**config.mk**
```make
export PLATFORM = sky130hd
export DESIGN_NAME = acc_burst_ctrl
export DESIGN_NICKNAME = d
export VERILOG_FILES = /design/src/rtl/acc_burst_ctrl.sv
export SDC_FILE = /design/constraint.sdc
export NUM_CORES = 1
export LEC_CHECK = 0
export ABC_AREA = 0
export BUFFER_PORTS_ARGS = -buffer_cell sky130_fd_sc_hd__buf_2
export CAP_MARGIN = 30
export CORE_ASPECT_RATIO = 1.25
export CORE_MARGIN = 3
export CORE_UTILIZATION = 47
export CTS_CLUSTER_SIZE = 10
export DETAILED_ROUTE_END_ITERATION = 12
export HOLD_SLACK_MARGIN = 0.1
export MAX_ROUTING_LAYER = met4
export PLACE_DENSITY = 0.8
export SLEW_MARGIN = 20
export SYNTH_ARGS = -nofsm -noshare
export SYNTH_HDL_FRONTEND = slang
export SYNTH_SLANG_ARGS = --single-unit
export TNS_END_PERCENT = 1
```
**constraint.sdc**
```tcl
create_clock -name clk -period 2.4 [get_ports clk]
set_input_delay 0.12 -clock clk [delete_from_list [all_inputs] [get_ports clk]]
set_output_delay 0.12 -clock clk [all_outputs]
set_load 0.02 [all_outputs]
```
**src/rtl/acc_burst_ctrl.sv**
```systemverilog
// acc_burst_ctrl: sequences one burst of signed samples through the shared
//   accumulator datapath, then presents the captured sum on a result port.
// Latency: start edge T0 -> CLEAR (T0+1) -> RUN from T0+2; with s_valid held
//   high the result is valid at edge T0+len+3. A zero-length burst yields 0.
// Backpressure: s_ready is high only in RUN; a low s_valid stalls the burst.
//   The result is held in OUT until m_ready; start is ignored while busy.
//
// Ports:
//   clk, rst            clock (rising edge), synchronous active-high reset
//   start, len          burst request pulse and sample count (IDLE only)
//   busy                high in every state except IDLE
//   s_data/s_valid/s_ready   sample stream in (valid/ready)
//   acc_x/acc_ce/acc_clr     drive the accumulator instance
//   acc_y               registered running sum from the accumulator
//   m_data/m_valid/m_ready   captured burst sum out (valid/ready)
module acc_burst_ctrl #(
    parameter int DATA_W = 13,
    parameter int ACC_W  = 21,
    parameter int LEN_W  = 8
) (
    input  logic                     clk,
    input  logic                     rst,
    input  logic                     start,
    input  logic [LEN_W-1:0]         len,
    output logic                     busy,
    input  logic signed [DATA_W-1:0] s_data,
    input  logic                     s_valid,
    output logic                     s_ready,
    output logic signed [DATA_W-1:0] acc_x,
    output logic                     acc_ce,
    output logic                     acc_clr,
    input  logic signed [ACC_W-1:0]  acc_y,
    output logic signed [ACC_W-1:0]  m_data,
    output logic                     m_valid,
    input  logic                     m_ready
);

    localparam logic [2:0] S_IDLE   = 3'd0;
    localparam logic [2:0] S_CLEAR  = 3'd1;
    localparam logic [2:0] S_RUN    = 3'd2;
    localparam logic [2:0] S_SETTLE = 3'd3;
    localparam logic [2:0] S_OUT    = 3'd4;

    logic [2:0]              state_q, state_d;
    logic [LEN_W-1:0]        len_q, len_d;
    logic [LEN_W-1:0]        count_q, count_d;
    logic signed [ACC_W-1:0] m_data_q, m_data_d;
    logic                    m_valid_q, m_valid_d;

    logic run_st;
    logic fire;
    logic last_smp;

    // Sample acceptance is gated by reset so nothing reaches the accumulator
    // in a reset cycle, even if the state register still reads RUN.
    assign run_st   = (state_q == S_RUN) && !rst;
    assign fire     = run_st && s_valid;
    assign last_smp = (count_q == (len_q - LEN_W'(1)));

    assign busy    = (state_q != S_IDLE);
    assign s_ready = run_st;
    assign acc_x   = run_st ? s_data : '0;
    assign acc_ce  = fire;
    // Reset clears the accumulator on the same edge as the controller.
    assign acc_clr = rst || (state_q == S_CLEAR);
    assign m_data  = m_data_q;
    assign m_valid = m_valid_q;

    always_comb begin
        state_d   = state_q;
        len_d     = len_q;
        count_d   = count_q;
        m_data_d  = m_data_q;
        m_valid_d = m_valid_q;
        case (state_q)
            S_IDLE: begin
                if (start) begin
                    len_d   = len;
                    count_d = '0;
                    state_d = S_CLEAR;
                end
            end
            S_CLEAR: begin
                state_d = (len_q != '0) ? S_RUN : S_SETTLE;
            end
            S_RUN: begin
                if (fire) begin
                    count_d = count_q + LEN_W'(1);
                    if (last_smp) begin
                        state_d = S_SETTLE;
                    end
                end
            end
            S_SETTLE: begin
                // The last sample was registered by the accumulator on the
                // edge that left RUN, so acc_y is already the final sum here.
                m_data_d  = acc_y;
                m_valid_d = 1'b1;
                state_d   = S_OUT;
            end
            S_OUT: begin
                if (m_ready) begin
                    m_valid_d = 1'b0;
                    state_d   = S_IDLE;
                end
            end
            default: begin
                state_d = S_IDLE;
            end
        endcase
    end

    always_ff @(posedge clk) begin
        if (rst) begin
            state_q   <= S_IDLE;
            len_q     <= '0;
            count_q   <= '0;
            m_data_q  <= '0;
            m_valid_q <= 1'b0;
        end else begin
            state_q   <= state_d;
            len_q     <= len_d;
            count_q   <= count_d;
            m_data_q  <= m_data_d;
            m_valid_q <= m_valid_d;
        end
    end

endmodule

```
Yosys cells after proc, flatten, opt, wreduce, memory -nomap -nowiden
Index checks and enable logic that the tools add are counted.
- flip-flop bits (word level): 41
- output and inout port bits: 39
- input bits: 47
- word-level logic and storage cells: 41
- $add $sub $neg: 2
- equal/unequal tests: 9
- reduce and logical (&&, ||, !) cells: 13
- mux-type cells: 12
- operators with widths (operator ; count):
    $mux 8 ; 2
    $pmux 8 s2 ; 1
    $pmux 3 s5 ; 1
    $mux 13 ; 1
    $mux 3 ; 4
    $add 8x1->8 const B ; 1
    $eq 8x8->1 ; 1
    $ne 2x2->1 const B ; 4
    $reduce_bool 8->1 ; 1
    $sub 8x1->8 const B ; 1
    $eq 3x2->1 const B ; 2
    $reduce_and 2->1 ; 2
    $reduce_and 4->1 ; 1
    $reduce_bool 2->1 ; 2
    $eq 3x1->1 const B ; 1
    $eq 3x3->1 const B ; 1
    $logic_not 3->1 ; 1
    $reduce_and 3->1 ; 1
    $reduce_bool 3->1 ; 1
    $logic_and 1x1->1 ; 2
    $mux 1 ; 2
    $pmux 1 s2 ; 1
    $logic_not 1->1 ; 1
    $logic_or 1x1->1 ; 1

Depth between registers and ports, before layout
Gate-level depths: netlist of the first run.
- depth after elaboration: 5
- mapped depth: 7
- mapped depth without buffers: 7

Worst setup path after synthesis of the first run
No wires, ideal clock.
- path kind: reg-to-reg
- start: register len_q[0]
- end: register state_q[0]
- required time: 2325 ps
- stages on the path, launching flop included: 8
- clock period less this slack: 1766 ps
- setup time: 75 ps
- buffers on the path: 0
- slack: 634 ps
- data arrival time: 1691 ps
- path through: dfxtp_1 inv_1 ha_1 nor2b_1 and3_1 a41oi_1 or4_1 o22ai_1
- cells in the longest elaborated chain, start to end: 4
- elaborated cells on any way between the ends: 7
- those cells by class: add/sub (1); eq/ne (2); mux (2); reduce/logical (2)
- ends and longest elaborated chain (item ; RTL line ; source):
    from (decl) ; 45 ; logic [LEN_W-1:0] len_q, len_d;
    from (signal assigned) ; 122 ; len_q <= len_d;
    $sub 8x1->8 ; 58 ; assign last_smp = (count_q == (len_q - LEN_W'(1)));
    $eq 8x8->1 ; 58 ;
    $ne 2x2->1 (no source line) ; - ;
    $reduce_and 4->1 (no source line) ; - ;
    to (signal assigned) ; 121 ; state_q <= state_d;
    to (decl) ; 44 ; logic [2:0] state_q, state_d;
Several ways; a longest one is shown, not always the timed one.
A chain may end at the register's enable or synchronous reset.

Worst setup path after layout of the first run
Ends and elaborated chain as after synthesis.

==> impl_metrics.yaml, run 1 <==
critical_path:
  critical_path_buf_inv_count: 1
  setup.worst_path.end_class: "flop"
  cp_top_family: "simple AND/OR/NAND/NOR gates"
  critical_path_peak_fanout: 5
  cp_slowest_cell: "or4_1"
  cp.required_ps: 2620
  timing_worst_setup_path_type: "flop to flop"
  worst_path_largest_cell_delay_ps: 570
  critical_path_arrival_ps: 2270
  crit_path_start_kind: "flop"
  critical_path.cell_chain: "inv_1, ha_1, nor2b_1, and3_1, a41oi_1, or4_1, o22ai_1"
timing:
  finClkSkew_ps: 5.349
  layout_min_cycle_time_ps: 2047
  final.period_utilization_pct: 85.29
  max_freq_mhz: 488.5
  worst_relative_slew_slack_pct: 51.38
  rsz0062_at_grt: "false"
  hold_violations: 0
  setup_violations: 0
  report.final.slew_viol_count: 0
  tightest_slew_ps: 727.5
  totalNegativeSetupSlack_ps: 0
  worst_hold_slack_ps: 114.2
finish:
  nFillCells: 299
  areaGrowthSynthToFinish_pct: 43.97
  proportion_of_layout_cells_with_a_drive_suffix_above_1_pct: 28.85
  nets: 405
  antenna_cells: 0
global_route:
  vias_in_the_first_global_route: 2143
  grt_overflow_total: 0
  groute.usage.overall_pct: 25.02
  grt_first_pass_wirelength_um: 9729
  grt_start_max_net_pins: 35
  antenna_found_initial: 0
synthesis:
  ys_ff_latch: 41
  count_of_cell_types_in_the_netlist: 40
  synth_top_cells_by_area: "dfxtp_1 (42%), nand2_1 (12%), a21oi_1 (9.0%), and2_1 (5.1%), xor2_1 (3.6%)"
  edff_count_synth: 0
  dominantRegCellSynth: "dfxtp_1"
  netlist.top_cell.by_area: "dfxtp_1"
  synth_common_cells: "nand2_1 (61), dfxtp_1 (41), a21oi_1 (35)"
  post_synth.cell_area_avg_um2: 7.967
  asyncSetResetFlopFracSynth_pct: 0
  synth_sequential_area_ratio_pct: 42.05
  synthMostInstantiatedCell: "nand2_1"
  yosys_warnings: 0
  post_synth_instance_area_um2: 1952
  post_synth_inst_count: 245
  synthesis.nets: 294
  post-synth-top-area-fraction_pct: 42.05
placed_design:
  place.detailed.hpwl_um: 3418
  port_buffers: 85
  gp_routability_congestion: 0.8602
outcome:
  run_status: "complete, no violations"
clock_tree:
  root_buffer: "clkbuf_8"
  cts.sinks: 41
  path_clk_slew_ps: 80
  cts.htree.levels: 2
  cts_tree: "yes"
  ctsLongestPathBuffers: 2
  clkLatencyLatePin_ps: 290
  numCtsBuffers: 5
detailed_routing:
  dr_wl_met2_um: 2810
  drt_wl_total_um: 5638
  detailedRoute.firstIterationViolations: 53
  drt-wirelength-per-cell_um: 13.72
  drc_errors: 0
  drtPass1Iterations: 4
  met3WireLength_um: 476
  avgViaCountPerCell: 5.073
  dr_total_vias: 2085
  drt.antenna.violating_nets: 0
  wl_met1_um: 2223
  maxUsedRoutingLayer: "met4"
min_path:
  hp-class: "primary input to flop"
floorplan:
  rows: 25
  initial_core_util_pct: 50.32
  core_area_um2: 3879
  die_area_um2: 4967
  die_width_um: 63.64
  die_h_um: 78.05
  ios: 86
pwr:
  p_leak_nw: 1.246
  powerDensity_nw_per_um2: 773.4
  vdd.ir_drop.worst_uv: 580.2
flow_run:
  max_cap_violations: 0
## stage by stage
step / cell area [um^2] / utilization (%) / power (mW) / worst slack, ps / cells
after floorplan: 1952 / - / 1.396 / 634.3 / 245
after global placement: 2406 / 62.03 / 1.564 / 565.7 / 374
after detailed placement: 2406 / 62.03 / 1.580 / 389.5 / 374
after CTS: 2808 / 72.39 / 2.172 / 207.9 / 411
after global routing: 2810 / 72.45 / 2.312 / 187.7 / 411
final: 2810 / 72.45 / 2.173 / 353.1 / 411
## worst paths after layout
check	from	end	slack, ps	depth (start not counted)
setup / recovery	len_q[0]	state_q[0]	350	7
hold / removal	rst	count_q[0]	110	2
setup reg to reg	len_q[0]	state_q[0]	350	7
hold reg to reg	m_data[17]	m_data[17]	450	2
## routing by layer
layer  track usage, %  vias to the layer above
met1            27.18                      933
met2            43.26                       99
met5                -                        -
met4            9.287                        0
met3            7.010                       13
li1                 -                     1040
## what timing repair did
item	in CTS	in global routing
hold buffers	29	0
setup buffers	0	0
endpoints found under the hold margin	29	0
resized for setup	0	1
setup endpoints to repair	0	14
## cell type report
class                      count  area, um^2  area share (%)
multi-input combinational    188        1061           37.76
inverter                       3       11.26          0.4007
sequential                    41       820.8           29.21
timing repair buffer         117       738.2           26.27
clock buffer                   6       72.57           2.582
clock inverter                 2       38.79           1.380
tap                           54       67.56           2.404
## worst reg2reg max path: stages (launching register included)
cell and delay, ps:
dfxtp_1 360, inv_1 70, ha_1 190, nor2b_1 280
and3_1 240, a41oi_1 150, or4_1 570, o22ai_1 120
## cell usage in the layout (no fill, tap or decap), types with 5 or more instances in the layout
master,netlist,routed
buf_2,1,85
nand2_1,61,61
dfxtp_1,41,41
a21oi_1,35,35
dlygate4sd3_1,0,29
and2_1,16,16
nor2_1,9,9
xor2_1,8,8
xnor2_1,7,7
nor3_1,5,5
nand3_1,5,5
clkbuf_8,0,5
## report_power, final
group	total [mW]	leakage, nW	switching, mW	internal, mW
Sequential	0.857	0.332	0.105	0.751
Combinational	0.758	0.858	0.420	0.338
Clock	0.559	0.0554	0.247	0.312
Total	2.17	1.25	0.772	1.40
## cell families (layout without fill, tap and decap cells)
| family | Yosys count | after routing | share of synthesized area (%) |
|---|---|---|---|
| fa+ha+maj | 2 | 2 | 1.282 |
| xor+xnor | 15 | 15 | 6.731 |
| compound gates | 48 | 48 | 15.45 |
| buf+inv | 16 | 128 | 3.718 |
| simple gates | 123 | 123 | 30.77 |
| flops | 41 | 41 | 42.05 |
## state kept, by name, summed over array words and instances, names as in the netlist
signal and flops:
m_data 21, count_q 8, len_q 8, state_q 3, m_valid 1
Power figures use the tool's default switching activity.
==> inputs of run 2 (changes only) <==
--- a/config.mk
+++ b/config.mk
@@ -15,7 +15,8 @@
 export DETAILED_ROUTE_END_ITERATION = 12
 export HOLD_SLACK_MARGIN = 0.1
 export MAX_ROUTING_LAYER = met4
-export PLACE_DENSITY = 0.8
+export PLACE_DENSITY = 0.88
+export REMOVE_ABC_BUFFERS = 1
 export SLEW_MARGIN = 20
 export SYNTH_ARGS = -nofsm -noshare
 export SYNTH_HDL_FRONTEND = slang
==> run 2 against run 1 <==
Against the previous run:
- hold slack improved by 2.1 ps
- non-clock buffer count stayed put
- clock skew rose by 4.4 ps
- critical path type unchanged
- largest cell class unchanged
==> impl_metrics.yaml, run 2 (synthesized netlist as in run 1, its figures left out) <==
outcome:
  run_status: "complete, no violations"
pwr:
  swShare_pct: 37.96
  intPower_mw: 1.287
  total_power_mw: 2.074
  powerDensity_nw_per_um2: 746.8
  power.share.clock_pct: 21.3
  total_switching_power_mw: 0.7875
  sequentialPowerShare_pct: 41.5
  combinationalPowerShare_pct: 37.2
  p_leak_nw: 1.231
  vdd.ir_drop.worst_uv: 483.9
clock_tree:
  ctsLongestPathBuffers: 2
  cts_tree: "yes"
  clkLatencyLatePin_ps: 300
  cts.htree.levels: 2
  root_buffer: "clkbuf_8"
  numCtsBuffers: 5
  cts.sinks: 41
  path_clk_slew_ps: 80
timing:
  finClkSkew_ps: 9.710
  final.period_utilization_pct: 83.70
  max_freq_mhz: 497.8
  report.final.slew_viol_count: 0
  layout_min_cycle_time_ps: 2009
  worst_relative_slew_slack_pct: 51.83
  final.setup.worst_slack_ps: 391.2
  tightest_slew_ps: 720.8
  rsz0062_at_grt: "false"
  totalNegativeSetupSlack_ps: 0
  hold_violations: 0
  worst_hold_slack_ps: 116.3
  setup_violations: 0
finish:
  nets: 405
  layout.cells.most_common_list: "buf_2 (86), nand2_1 (61), dfxtp_1 (41)"
  multiInputGateArea_um2: 1061
  nFillCells: 272
  areaGrowthSynthToFinish_pct: 42.31
  final_common_cell: "buf_2"
  layout.area.seq_um2: 820.8
  largest_reg_flops: 21
  proportion_of_layout_cells_with_a_drive_suffix_above_1_pct: 28.65
  final_cell_count_no_fill: 410
  antenna_cells: 0
critical_path:
  critical_path_buf_inv_count: 1
  timing_worst_setup_path_type: "flop to flop"
  cp.required_ps: 2620
  cp_top_family: "simple AND/OR/NAND/NOR gates"
  critical_path.cell_chain: "inv_1, ha_1, nor2b_1, and3_1, a41oi_1, or4_1, o22ai_1"
  worst_path_largest_cell_delay_ps: 560
  cp_slowest_cell: "or4_1"
  critical_path_peak_fanout: 5
  critical_path_arrival_ps: 2230
  setup.worst_path.end_class: "flop"
  crit_path_start_kind: "flop"
detailed_routing:
  drt.antenna.violating_nets: 0
  drc_errors: 0
  drt-wirelength-per-cell_um: 15.26
  avgViaCountPerCell: 5.227
  detailedRoute.firstIterationViolations: 118
  drt_wl_total_um: 6256
  dr_total_vias: 2143
  drtPass1Iterations: 4
placed_design:
  place.detailed.hpwl_um: 3599
  gp_routability_congestion: 0.8695
  placement.setup.worst_slack_ps: 463.7
  port_buffers: 85
  place.detailed.instances: 373
floorplan:
  rows: 25
  die_width_um: 63.64
  core_area_um2: 3879
  ios: 86
  initial_core_util_pct: 50.32
  die_area_um2: 4967
  die_h_um: 78.05
global_route:
  antenna_found_initial: 0
  grt_start_max_net_pins: 28
  vias_in_the_first_global_route: 2193
  groute.usage.overall_pct: 26.39
  grt_overflow_total: 0
  grt_first_pass_wirelength_um: 10050
flow_run:
  max_cap_violations: 0
min_path:
  hp-class: "primary input to flop"
[run 2: changes by cell type in the layout (fill, tap and decap cells not counted)]
cell	before	now
buf_2	85	86
bufinv_16	1	0
buf_4	3	2
[run 2: area by class of cell]
class	instances	area share, %
Timing Repair Buffer	117	26.49
Tap cell	54	2.432
Multi-Input combinational cell	188	38.20
Clock buffer	6	2.613
Inverter	3	0.4054
Clock inverter	1	0.3153
Sequential cell	41	29.55
[run 2: repair_timing]
action	4_1_cts	5_1_grt
hold buffers	29	0
setup endpoints to repair	0	14
gates resized for setup	0	1
endpoints found under the hold margin	29	0
setup buffers	0	0
[run 2: power groups by stage]
stage	logic [mW]	registers, mW	clock network, mW
5_1_grt	0.840	0.873	0.478
6_report	0.772	0.861	0.442
2_1_floorplan	0.468	0.882	0
3_3_place_gp	0.691	0.866	0
4_1_cts	0.745	0.853	0.446
3_5_place_dp	0.708	0.869	0
[run 2: worst paths after layout]
path              startpoint  cells past startpoint  slack [ps]          to
hold reg to reg   m_data[13]                      2         460  m_data[13]
setup reg to reg    len_q[0]                      7         390  state_q[0]
hold / removal       m_ready                      3         120  state_q[2]
setup / recovery    len_q[0]                      7         390  state_q[0]
[run 2: worst reg2reg max path, stage by stage (launching register included)]
cell and delay (ps):
dfxtp_1 350, inv_1 70, ha_1 200, nor2b_1 260, and3_1 230, a41oi_1 140, or4_1 560, o22ai_1 110
[run 2: per-layer routing]
layer	vias to the layer above	GRT usage [%]	wire [um]
li1	1043	-	-
met1	1006	26.69	2339
met2	78	49.22	3441
met3	16	4.721	310
met4	0	11.23	165
met5	-	-	0
[run 2: stage by stage]
step	cell area, um^2	util [%]
3_3_place_gp	2399	61.84
4_1_cts	2770	71.42
3_5_place_dp	2399	61.84
5_1_grt	2778	71.61
6_report	2778	71.61
2_1_floorplan	1891	-
